--- src/rtl/axis_pkt_gen_pkg.sv ---
// Shared definitions for the AXI4-Stream packet generator: NetFPGA tuser
// field offsets, FSM state encoding and length helpers.
package axis_pkt_gen_pkg;

   localparam int LEN_LSB       = 0;
   localparam int SRC_LSB       = 16;
   localparam int DST_LSB       = 24;
   localparam int C_MIN_LEN_DEF = 60;

   typedef enum logic [1:0] {
      ST_IDLE = 2'd0,
      ST_SEND = 2'd1,
      ST_GAP  = 2'd2
   } state_t;

   // Index of the final 32-byte beat for a packet of len bytes (len >= 1).
   function automatic logic [10:0] last_beat_idx(input logic [15:0] len);
      return 11'((len - 16'd1) >> 5);
   endfunction

endpackage

--- src/rtl/axis_pkt_gen_pattern.sv ---
// Deterministic payload and byte-strobe generator for one 256-bit beat.
module axis_pkt_gen_pattern
   import axis_pkt_gen_pkg::*;
(
   input  logic [15:0]  i_seq,
   input  logic [7:0]   i_beat,
   input  logic         i_last,
   input  logic [4:0]   i_len_rem,
   output logic [255:0] o_tdata,
   output logic [31:0]  o_tstrb
);

   always_comb begin
      o_tdata = '0;
      for (int k = 0; k < 8; k++) begin
         o_tdata[k*32 +: 32] = {i_seq, i_beat, 8'(k)};
      end
      if (i_last && (i_len_rem != 5'd0)) begin
         o_tstrb = (32'd1 << i_len_rem) - 32'd1;
      end else begin
         o_tstrb = '1;
      end
   end

endmodule

--- src/rtl/axis_pkt_gen.sv ---
// Synthetic NetFPGA-format AXI4-Stream packet source with configurable
// length, count, inter-packet gap and port metadata.
//
// state | meaning
// IDLE  | no run active, outputs quiet, waiting for start
// SEND  | driving beats of the current packet
// GAP   | idle cycles between packets (also the one-cycle lead-in after start)
module axis_pkt_gen
   import axis_pkt_gen_pkg::*;
#(
   parameter int C_M_AXIS_DATA_WIDTH  = 256,
   parameter int C_M_AXIS_TUSER_WIDTH = 128,
   parameter int C_MIN_LEN            = C_MIN_LEN_DEF
) (
   input  logic                              axi_aclk,
   input  logic                              axi_resetn,
   input  logic                              start,
   input  logic                              stop,
   input  logic [15:0]                       pkt_len,
   input  logic [31:0]                       pkt_count,
   input  logic [15:0]                       gap_cycles,
   input  logic [7:0]                        src_port,
   input  logic [7:0]                        dst_port,
   output logic [C_M_AXIS_DATA_WIDTH-1:0]    m_axis_tdata,
   output logic [C_M_AXIS_DATA_WIDTH/8-1:0]  m_axis_tstrb,
   output logic [C_M_AXIS_TUSER_WIDTH-1:0]   m_axis_tuser,
   output logic                              m_axis_tvalid,
   input  logic                              m_axis_tready,
   output logic                              m_axis_tlast,
   output logic                              busy,
   output logic [31:0]                       pkts_sent
);

   state_t        r_state, w_next;
   logic [15:0]   r_len;
   logic [10:0]   r_last_beat;
   logic [31:0]   r_count;
   logic [15:0]   r_gap;
   logic [7:0]    r_src, r_dst;
   logic          r_stop_pending, r_lead;
   logic [15:0]   r_gap_cnt;
   logic [10:0]   r_beat;
   logic [15:0]   r_seq;
   logic [31:0]   r_pkts_sent;

   logic [15:0]   w_len_eff;
   logic          w_send, w_last, w_hs, w_eop, w_start, w_stop_req, w_run_done;
   logic [255:0]  w_pat_data;
   logic [31:0]   w_pat_strb;

   assign w_len_eff  = (pkt_len < 16'(C_MIN_LEN)) ? 16'(C_MIN_LEN) : pkt_len;
   assign w_send     = (r_state == ST_SEND);
   assign w_last     = w_send && (r_beat == r_last_beat);
   assign w_hs       = w_send && m_axis_tready;
   assign w_eop      = w_hs && w_last;
   assign w_start    = (r_state == ST_IDLE) && start;
   assign w_stop_req = r_stop_pending | stop;
   assign w_run_done = w_stop_req || ((r_count != 32'd0) && (r_pkts_sent + 32'd1 == r_count));

   axis_pkt_gen_pattern u_pattern (
      .i_seq     (r_seq),
      .i_beat    (r_beat[7:0]),
      .i_last    (w_last),
      .i_len_rem (r_len[4:0]),
      .o_tdata   (w_pat_data),
      .o_tstrb   (w_pat_strb)
   );

   always_ff @(posedge axi_aclk or negedge axi_resetn) begin
      if (!axi_resetn) begin
         r_state <= ST_IDLE;
      end else begin
         r_state <= w_next;
      end
   end

   // The lead-in GAP cycle after start cannot be cut short by stop, so a
   // start+stop pair still produces exactly one packet.
   always_comb begin
      w_next = r_state;
      case (r_state)
         ST_IDLE: begin
            if (start) w_next = ST_GAP;
         end
         ST_SEND: begin
            if (w_eop) begin
               if (w_run_done)            w_next = ST_IDLE;
               else if (r_gap != 16'd0)   w_next = ST_GAP;
            end
         end
         ST_GAP: begin
            if (w_stop_req && !r_lead)    w_next = ST_IDLE;
            else if (r_gap_cnt == 16'd1)  w_next = ST_SEND;
         end
         default: w_next = ST_IDLE;
      endcase
   end

   always_ff @(posedge axi_aclk or negedge axi_resetn) begin
      if (!axi_resetn) begin
         r_len          <= '0;
         r_last_beat    <= '0;
         r_count        <= '0;
         r_gap          <= '0;
         r_src          <= '0;
         r_dst          <= '0;
         r_stop_pending <= 1'b0;
         r_lead         <= 1'b0;
         r_gap_cnt      <= '0;
         r_beat         <= '0;
         r_seq          <= '0;
         r_pkts_sent    <= '0;
      end else if (w_start) begin
         r_len          <= w_len_eff;
         r_last_beat    <= last_beat_idx(w_len_eff);
         r_count        <= pkt_count;
         r_gap          <= gap_cycles;
         r_src          <= src_port;
         r_dst          <= dst_port;
         r_stop_pending <= stop;
         r_lead         <= 1'b1;
         r_gap_cnt      <= 16'd1;
         r_beat         <= '0;
         r_seq          <= '0;
         r_pkts_sent    <= '0;
      end else begin
         if ((r_state != ST_IDLE) && (w_next == ST_IDLE)) begin
            r_stop_pending <= 1'b0;
         end else if (stop && (r_state != ST_IDLE)) begin
            r_stop_pending <= 1'b1;
         end
         if (w_send) r_lead <= 1'b0;
         if (r_state == ST_GAP) r_gap_cnt <= r_gap_cnt - 16'd1;
         if (w_eop) begin
            r_gap_cnt   <= r_gap;
            r_beat      <= '0;
            r_seq       <= r_seq + 16'd1;
            r_pkts_sent <= r_pkts_sent + 32'd1;
         end else if (w_hs) begin
            r_beat      <= r_beat + 11'd1;
         end
      end
   end

   always_comb begin
      busy          = (r_state != ST_IDLE);
      m_axis_tvalid = w_send;
      m_axis_tlast  = w_last;
      m_axis_tdata  = w_send ? w_pat_data : '0;
      m_axis_tstrb  = w_send ? w_pat_strb : '0;
      m_axis_tuser  = '0;
      if (w_send) begin
         m_axis_tuser[LEN_LSB +: 16] = r_len;
         m_axis_tuser[SRC_LSB +: 8]  = r_src;
         m_axis_tuser[DST_LSB +: 8]  = r_dst;
      end
      pkts_sent     = r_pkts_sent;
   end

endmodule

--- config.mk ---
export PLATFORM = sky130hd
export DESIGN_NAME = axis_pkt_gen
export DESIGN_NICKNAME = d
export VERILOG_FILES = /design/src/rtl/axis_pkt_gen_pkg.sv /design/src/rtl/axis_pkt_gen_pattern.sv /design/src/rtl/axis_pkt_gen.sv
export SDC_FILE = /design/constraint.sdc
export NUM_CORES = 1
export LEC_CHECK = 0
export BUFFER_PORTS_ARGS = -buffer_cell sky130_fd_sc_hd__buf_2
export CAP_MARGIN = 20
export CELL_PAD_IN_SITES_DETAIL_PLACEMENT = 1
export CELL_PAD_IN_SITES_GLOBAL_PLACEMENT = 2
export CORE_MARGIN = 5
export CORE_UTILIZATION = 26
export CTS_CLUSTER_DIAMETER = 80
export DETAILED_ROUTE_END_ITERATION = 10
export HOLD_SLACK_MARGIN = 0.08
export PLACE_DENSITY_LB_ADDON = 0.05
export SLEW_MARGIN = 5
export SYNTH_ARGS = -nofsm -noshare
export SYNTH_HDL_FRONTEND = slang
export SYNTH_SLANG_ARGS = --single-unit
--- constraint.sdc ---
create_clock -name axi_aclk -period 3.1 [get_ports axi_aclk]
set_input_delay 0.465 -clock axi_aclk [delete_from_list [all_inputs] [get_ports axi_aclk]]
set_output_delay 0.465 -clock axi_aclk [all_outputs]
set_load 0.01 [all_outputs]
; Word level (Yosys, flattened, before mapping)
; Cells that the tools add are included.
; W data, S select, Z words.
[op_classes]
mux = 27
reduce_logical = 22
n_eq_ne = 5
order_cmp = 1
bitwise = 1
add_sub_neg = 6
shift = 1
[op_table]
columns = op, n
row1 = $mux W256, 1
row2 = $mux W32, 5
row3 = $mux W16, 6
row4 = $mux W11, 3
row5 = $add A32 B1 Y32 const B, 1
row6 = $eq A32 B32 Y1, 1
row7 = $reduce_bool A32 Y1, 1
row8 = $shl A1 B5 Y32 const A, 1
row9 = $sub A16 B1 Y16 const B, 2
row10 = $sub A32 B1 Y32 const B, 1
row11 = $add A16 B1 Y16 const B, 1
row12 = $eq A16 B1 Y1 const B, 1
row13 = $lt A16 B6 Y1 const B, 1
row14 = $reduce_bool A16 Y1, 1
row15 = $mux W2, 6
row16 = $add A11 B1 Y11 const B, 1
row17 = $eq A11 B11 Y1, 1
row18 = $logic_and A1 B1 Y1, 9
row19 = $reduce_bool A3 Y1, 3
row20 = $pmux W2 S3, 1
row21 = $reduce_bool A2 Y1, 3
row22 = $mux W1, 5
row23 = $reduce_bool A5 Y1, 1
row24 = $logic_not A2 Y1, 2
row25 = other kinds (5), 5
[word_totals]
out_inout_bits = 451
elab_cells = 76
reg_bits = 170

; Depth between registers and ports, before layout
[logic_depth]
depth_word = 11
ltp_mapped = 11
mapped_depth_nobuf = 10

; Cells and area by module
; Synthesis repeated with hierarchy kept, for this count alone.
[unflattened]
hier_cells = 1861
area_unflattened_um2 = 14356.3
[modules_own_cells]
columns = module, instances, seq_area_each_um2, area_each_um2, cells_per_inst
row1 = axis_pkt_gen, 1, 4254.1, 11687.5, 1482
row2 = axis_pkt_gen_pattern, 1, 0.0, 2668.8, 379

; Least setup slack after synthesis
; OpenSTA, ideal clock, no wires.
[synth_path]
kind = reg-to-reg
start = reg r_pkts_sent[4], in the netlist pkts_sent[4]
end = reg r_state[0]
arrival_ns = 2.697
stages_incl_launch_ff = 11
setup_slack_ns = 0.274
path_buffers = 2
path_cell_list = dfrtp_1 buf_2 nand4_1 buf_4 or4_1 nor4_1 xnor2_1 o32ai_1 a211o_1 o41ai_2 nand2_1
[synth_via]
elab_chain_cells = 7
[synth_lines]
columns = element, line
row1 = "start, declared", axis_pkt_gen.sv:44  ; logic [31:0] r_pkts_sent;
row2 = "start signal, assigned", axis_pkt_gen.sv:138  ; r_pkts_sent <= r_pkts_sent + 32'd1;
row3 = $add A32 B1 Y32, axis_pkt_gen.sv:58  ; assign w_run_done = w_stop_req || ((r_count != 32'd0) && (r_pkts_sent + 32'd1 == r_count));
row4 = $eq A32 B32 Y1, axis_pkt_gen.sv:58
row5 = $logic_and A1 B1 Y1, axis_pkt_gen.sv:58
row6 = $logic_or A1 B1 Y1, axis_pkt_gen.sv:58
row7 = $mux W2, axis_pkt_gen.sv:87  ; if (w_run_done) w_next = ST_IDLE;
row8 = $mux W2, axis_pkt_gen.sv:86  ; if (w_eop) begin
row9 = $pmux W2 S3, axis_pkt_gen.sv:81  ; case (r_state)
row10 = net w_next[0], axis_pkt_gen.sv:34  ; state_t r_state, w_next;
row11 = "end signal, assigned", axis_pkt_gen.sv:73  ; r_state <= w_next;
row12 = "end, declared", axis_pkt_gen.sv:34
; The timed path passes the listed nets, and every way through them passes these cells.
; A chain may end at the register's enable or synchronous reset.

; Worst setup path after layout
[layout_path]
start = reg r_len[4]
end = out m_axis_tstrb[24]
[layout_via]
elab_chain_cells = 4
[layout_lines]
columns = element, line
row1 = "start, declared", axis_pkt_gen.sv:35  ; logic [15:0] r_len;
row2 = "start signal, assigned", axis_pkt_gen.sv:114  ; r_len <= w_len_eff;
row3 = $shl A1 B5 Y32 / $reduce_bool A5 Y1 (equally long branches), "axis_pkt_gen_pattern.sv:19, axis_pkt_gen_pattern.sv:18"
row4 = $sub A32 B1 Y32 / $logic_and A1 B1 Y1 (equally long branches), "axis_pkt_gen_pattern.sv:19, axis_pkt_gen_pattern.sv:18"
row5 = $mux W32 (*), axis_pkt_gen_pattern.sv:18  ; if (i_last && (i_len_rem != 5'd0)) begin
row6 = $mux W32 (*), axis_pkt_gen.sv:150  ; m_axis_tstrb = w_send ? w_pat_strb : '0;
row7 = "end, declared", axis_pkt_gen.sv:25  ; output logic [C_M_AXIS_DATA_WIDTH/8-1:0] m_axis_tstrb,
; Mark *: on every way between the ends. The rest lies on a longest branch, timed or not.

==> out/results.tsv <==
stage	metric	value	unit
logic_synthesis	yosys_warnings	0	
finish	fin_cells	2426	
drt	first_pass_iters	4	
sta	slew_headroom	47.9	%
floorplan	core_region_area	47700	um^2
sta	finalHoldViolCount	0	
logic_synthesis	ys.flop_type	dfrtp_1	
sta	fin_setup_tns	0	ns
global_routing	antenna_found_initial	5	
placement	hpwl	34300	um
sta	finClkSkew	0.0113	ns
drt	wl_per_cell	18.6	um
clock_network	cts_buffers	17	
logic_synthesis	synth_top_area_share	34.0	%
critical_path	r2r_end	r_state[1]$_DFF_PN0_	
pwr	total_power	8.75	mW
sta	fin_crit_sh	99.2	%
finish	area_growth	14.3	%
hold_path	holdCritPathClass	input pin to flip-flop	
pwr	netSwitchingFraction	39.9	%
placement	routabilityCongestion	0.796	
hold_path	hold_depth	3	
logic_synthesis	synth-seq-cells	170	
pwr	p_leak	7.60	nW
placement	dpl-instance-area	13600	um^2
pwr	netSwitchingPower	3.49	mW
pwr	powerDensity	611	nW/um^2
placement	io_buffers	387	
clock_network	cts_htree_levels	4	
critical_path	crit_required	2.63	ns
logic_synthesis	synth_cell_types	65	
critical_path	crit_path_start_kind	flip-flop	
logic_synthesis	yosys.area.top_type	dfrtp_1	
sta	setup_viol	0	
logic_synthesis	synth_area	12500	um^2
pwr	p_int	5.26	mW
logic_synthesis	synth_edf_count	0	
logic_synthesis	synth_most_common_cell	buf_4	
finish	nets	1888	
drt	drc	0	
critical_path	slowest_delay	0.40	ns
critical_path	critPathKind	flip-flop to output pin	
critical_path	path_delay_family	simple AND/OR/NAND/NOR gates	
hold_path	hold_end	r_src[6]$_DFFE_PN0P_	
sta	fin_crit	3.08	ns
floorplan	ios	536	
logic_synthesis	synthCells	1577	
drt	routed_wl	45100	um
floorplan	die_area	52700	um^2
pwr	clockPowerShare	24.5	%
critical_path	end_kind	output pin	
sta	tightest_slew	0.782	ns
pwr	pwr-share-comb	35.6	%
floorplan	num_rows	80	
sta	rsz0062_at_grt	true	
clock_network	cts.clk_slew.worst_paths	0.07	ns
logic_synthesis	ys_top_cells_by_area	dfrtp_1 (34%), buf_4 (20%), nand2_1 (9.5%)	
finish	drive_gt1_share	29.6	%
placement	dp.cells	2390	
pwr	peakVddDrop	0.422	mV
global_routing	grt-ovfl-total	0	
critical_path	worst_r2r_path_depth	7	
critical_path	crit_slowest_cell	or3_4	
global_routing	grt_pass1_vias	11300	
floorplan	die_w	229	um
floorplan	start_util	26.2	%
hold_path	min_from	src_port[6]	
finish	final_cell_area	14300	um^2
finish	fillers	5879	
drt	drt_iter0_drc	426	
drt	vias_per_cell	4.43	
logic_synthesis	synth_seq_area_share	34.0	%
critical_path	cp.buffers_inverters	2	
pwr	p_seq_share	39.9	%
critical_path	r2r_start	pkts_sent[9]$_DFFE_PN0P_	
clock_network	worst_skew_pair.late_latency	0.45	ns
clock_network	clkSinkCount	170	
clock_network	cts_tree	built	
status	status	finished clean	
critical_path	path_depth	11	
job	maxCapViolCount	0	
global_routing	grt_start_max_net_pins	85	
logic_synthesis	avgSynthCellArea	7.94	um^2
critical_path	crit_path_start	r_len[4]$_DFFE_PN0P_	
sta	maxSlewViolCount	0	
global_routing	grt_pass1_wl	69300	um
critical_path	critical_path.max_fanout	7	
critical_path	cp_data_arrival_time	2.61	ns
sta	hold_ws	0.191	ns
floorplan	die-height	229	um
logic_synthesis	ys_async_sr_fraction	100	%
global_routing	grt_usage	16.5	%
critical_path	cp_cell_sequence	or3_4, nor2_4, nand2_2, ha_4, nor2_4, buf_6, and3_4, a21oi_2, o22a_1, a21oi_2, buf_2	
sta	max_freq	325	MHz
clock_network	cts_buffer_depth	2	
drt	drt.antenna.violating_nets	0	
drt	vias	10700	
critical_path	reg2reg_slack	0.17	ns
logic_synthesis	synth_common_cells	buf_4 (330), nand2_1 (318), dfrtp_1 (170)	
clock_network	cts-root-buf	clkbuf_16	
## metal layers
layer,share of wire (%),GRT usage (%),vias to the layer above
li1,-,-,5203
met1,43,20.5,5214
met2,52,29.9,283
met3,4.4,3.08,35
met4,1.0,3.27,2
met5,0.027,0,-
## placed cells by master (no fill, tap or decap), types with 5 or more instances in the layout
master / count
o21ai_0: 79
nand3_1: 34
nand4_1: 20
xor2_1: 35
and2_1: 60
nor2_1: 86
xnor2_1: 63
and3_1: 11
ha_1: 5
dfrtp_1: 170
nand2_1: 314
inv_1: 16
and4_1: 5
o41ai_1: 5
clkbuf_16: 17
nor2b_1: 8
or4_1: 6
buf_2: 386
nor4_1: 29
clkinvlp_4: 6
a21oi_1: 54
conb_1: 148
or3_1: 11
a211oi_1: 16
nand2b_1: 9
o31ai_1: 13
buf_4: 74
nor3_1: 20
a31oi_1: 8
## layout make-up
class	count	area, um^2	share of cell area [%]
clock buffers	20	457	3.19
well taps	615	769	5.38
diodes	1	2.50	0.0175
clock inverters	12	115	0.804
inverters	18	67.6	0.472
flip-flops and latches	170	4250	29.7
multi-input cells	1122	6040	42.2
repair buffers	468	2610	18.2
## state kept, by name (all words and copies together), names as in the netlist, 2 cells and up
| signal | cells |
|---|---|
| r_len | 16 |
| pkts_sent | 32 |
| r_last_beat | 11 |
| r_beat | 11 |
| r_gap_cnt | 16 |
| r_dst | 8 |
| r_src | 8 |
| r_state | 2 |
| r_seq | 16 |
| r_gap | 16 |
| r_count | 32 |
## stage by stage
stage | worst slack (ns) | utilization [%]
5_1_grt | -0.0915 | 30.0
3_5_place_dp | 0.170 | 28.5
6_report | 0.0237 | 30.0
2_1_floorplan | 0.274 | -
4_1_cts | -0.0296 | 29.9
3_3_place_gp | 0.223 | 28.5
## how the worst max path moves through the flow
| stage | end | slack, ns |
|---|---|---|
| 6_report | m_axis_tstrb[24] | 0.02 |
| 5_1_grt | m_axis_tstrb[24] | -0.09 |
| 4_1_cts | m_axis_tstrb[24] | -0.03 |
| 3_5_place_dp | r_state[1]$_DFF_PN0_ | 0.17 |
| 3_3_place_gp | r_state[1]$_DFF_PN0_ | 0.22 |
| 2_1_floorplan | r_state[0]$_DFF_PN0_ | 0.27 |
## logic make-up (layout without fill, tap and decap cells)
family / after synthesis / in the layout / share of synthesized area [%]
AO/OA/AOI/OAI: 215 / 215 / 10.5
XOR/XNOR: 99 / 99 / 6.92
adder cells (fa/ha/maj): 6 / 6 / 0.599
buffers and inverters: 432 / 518 / 23.0
flip-flops: 170 / 170 / 34.0
multiplexers: 3 / 3 / 0.250
other: 1 / 149 / 0.0299
AND/OR/NAND/NOR: 651 / 651 / 24.8
## power groups by stage
| stage | clock network, mW | logic, mW | registers, mW |
|---|---|---|---|
| final | 2.15 | 3.12 | 3.49 |
| after floorplan | 0 | 2.36 | 3.29 |
| after global routing | 2.32 | 3.55 | 3.60 |
| after CTS | 2.24 | 3.14 | 3.50 |
| after detailed placement | 0 | 3.05 | 3.53 |
| after global placement | 0 | 3.03 | 3.52 |
## tightest hold or removal path, cell delays in order
cell,delay (ns)
buf_2,0.07
nand2_1,0.04
nand2_1,0.04
## what timing repair did
action / CTS / global route
pin swaps: 3 / 9
hold buffers: 1 / 0
endpoints found under the hold margin: 56 / 0
resized for setup: 13 / 13
setup buffers: 2 / 0
setup endpoints to repair: 16 / 16
No activity file was read; power rests on OpenSTA's default activity.
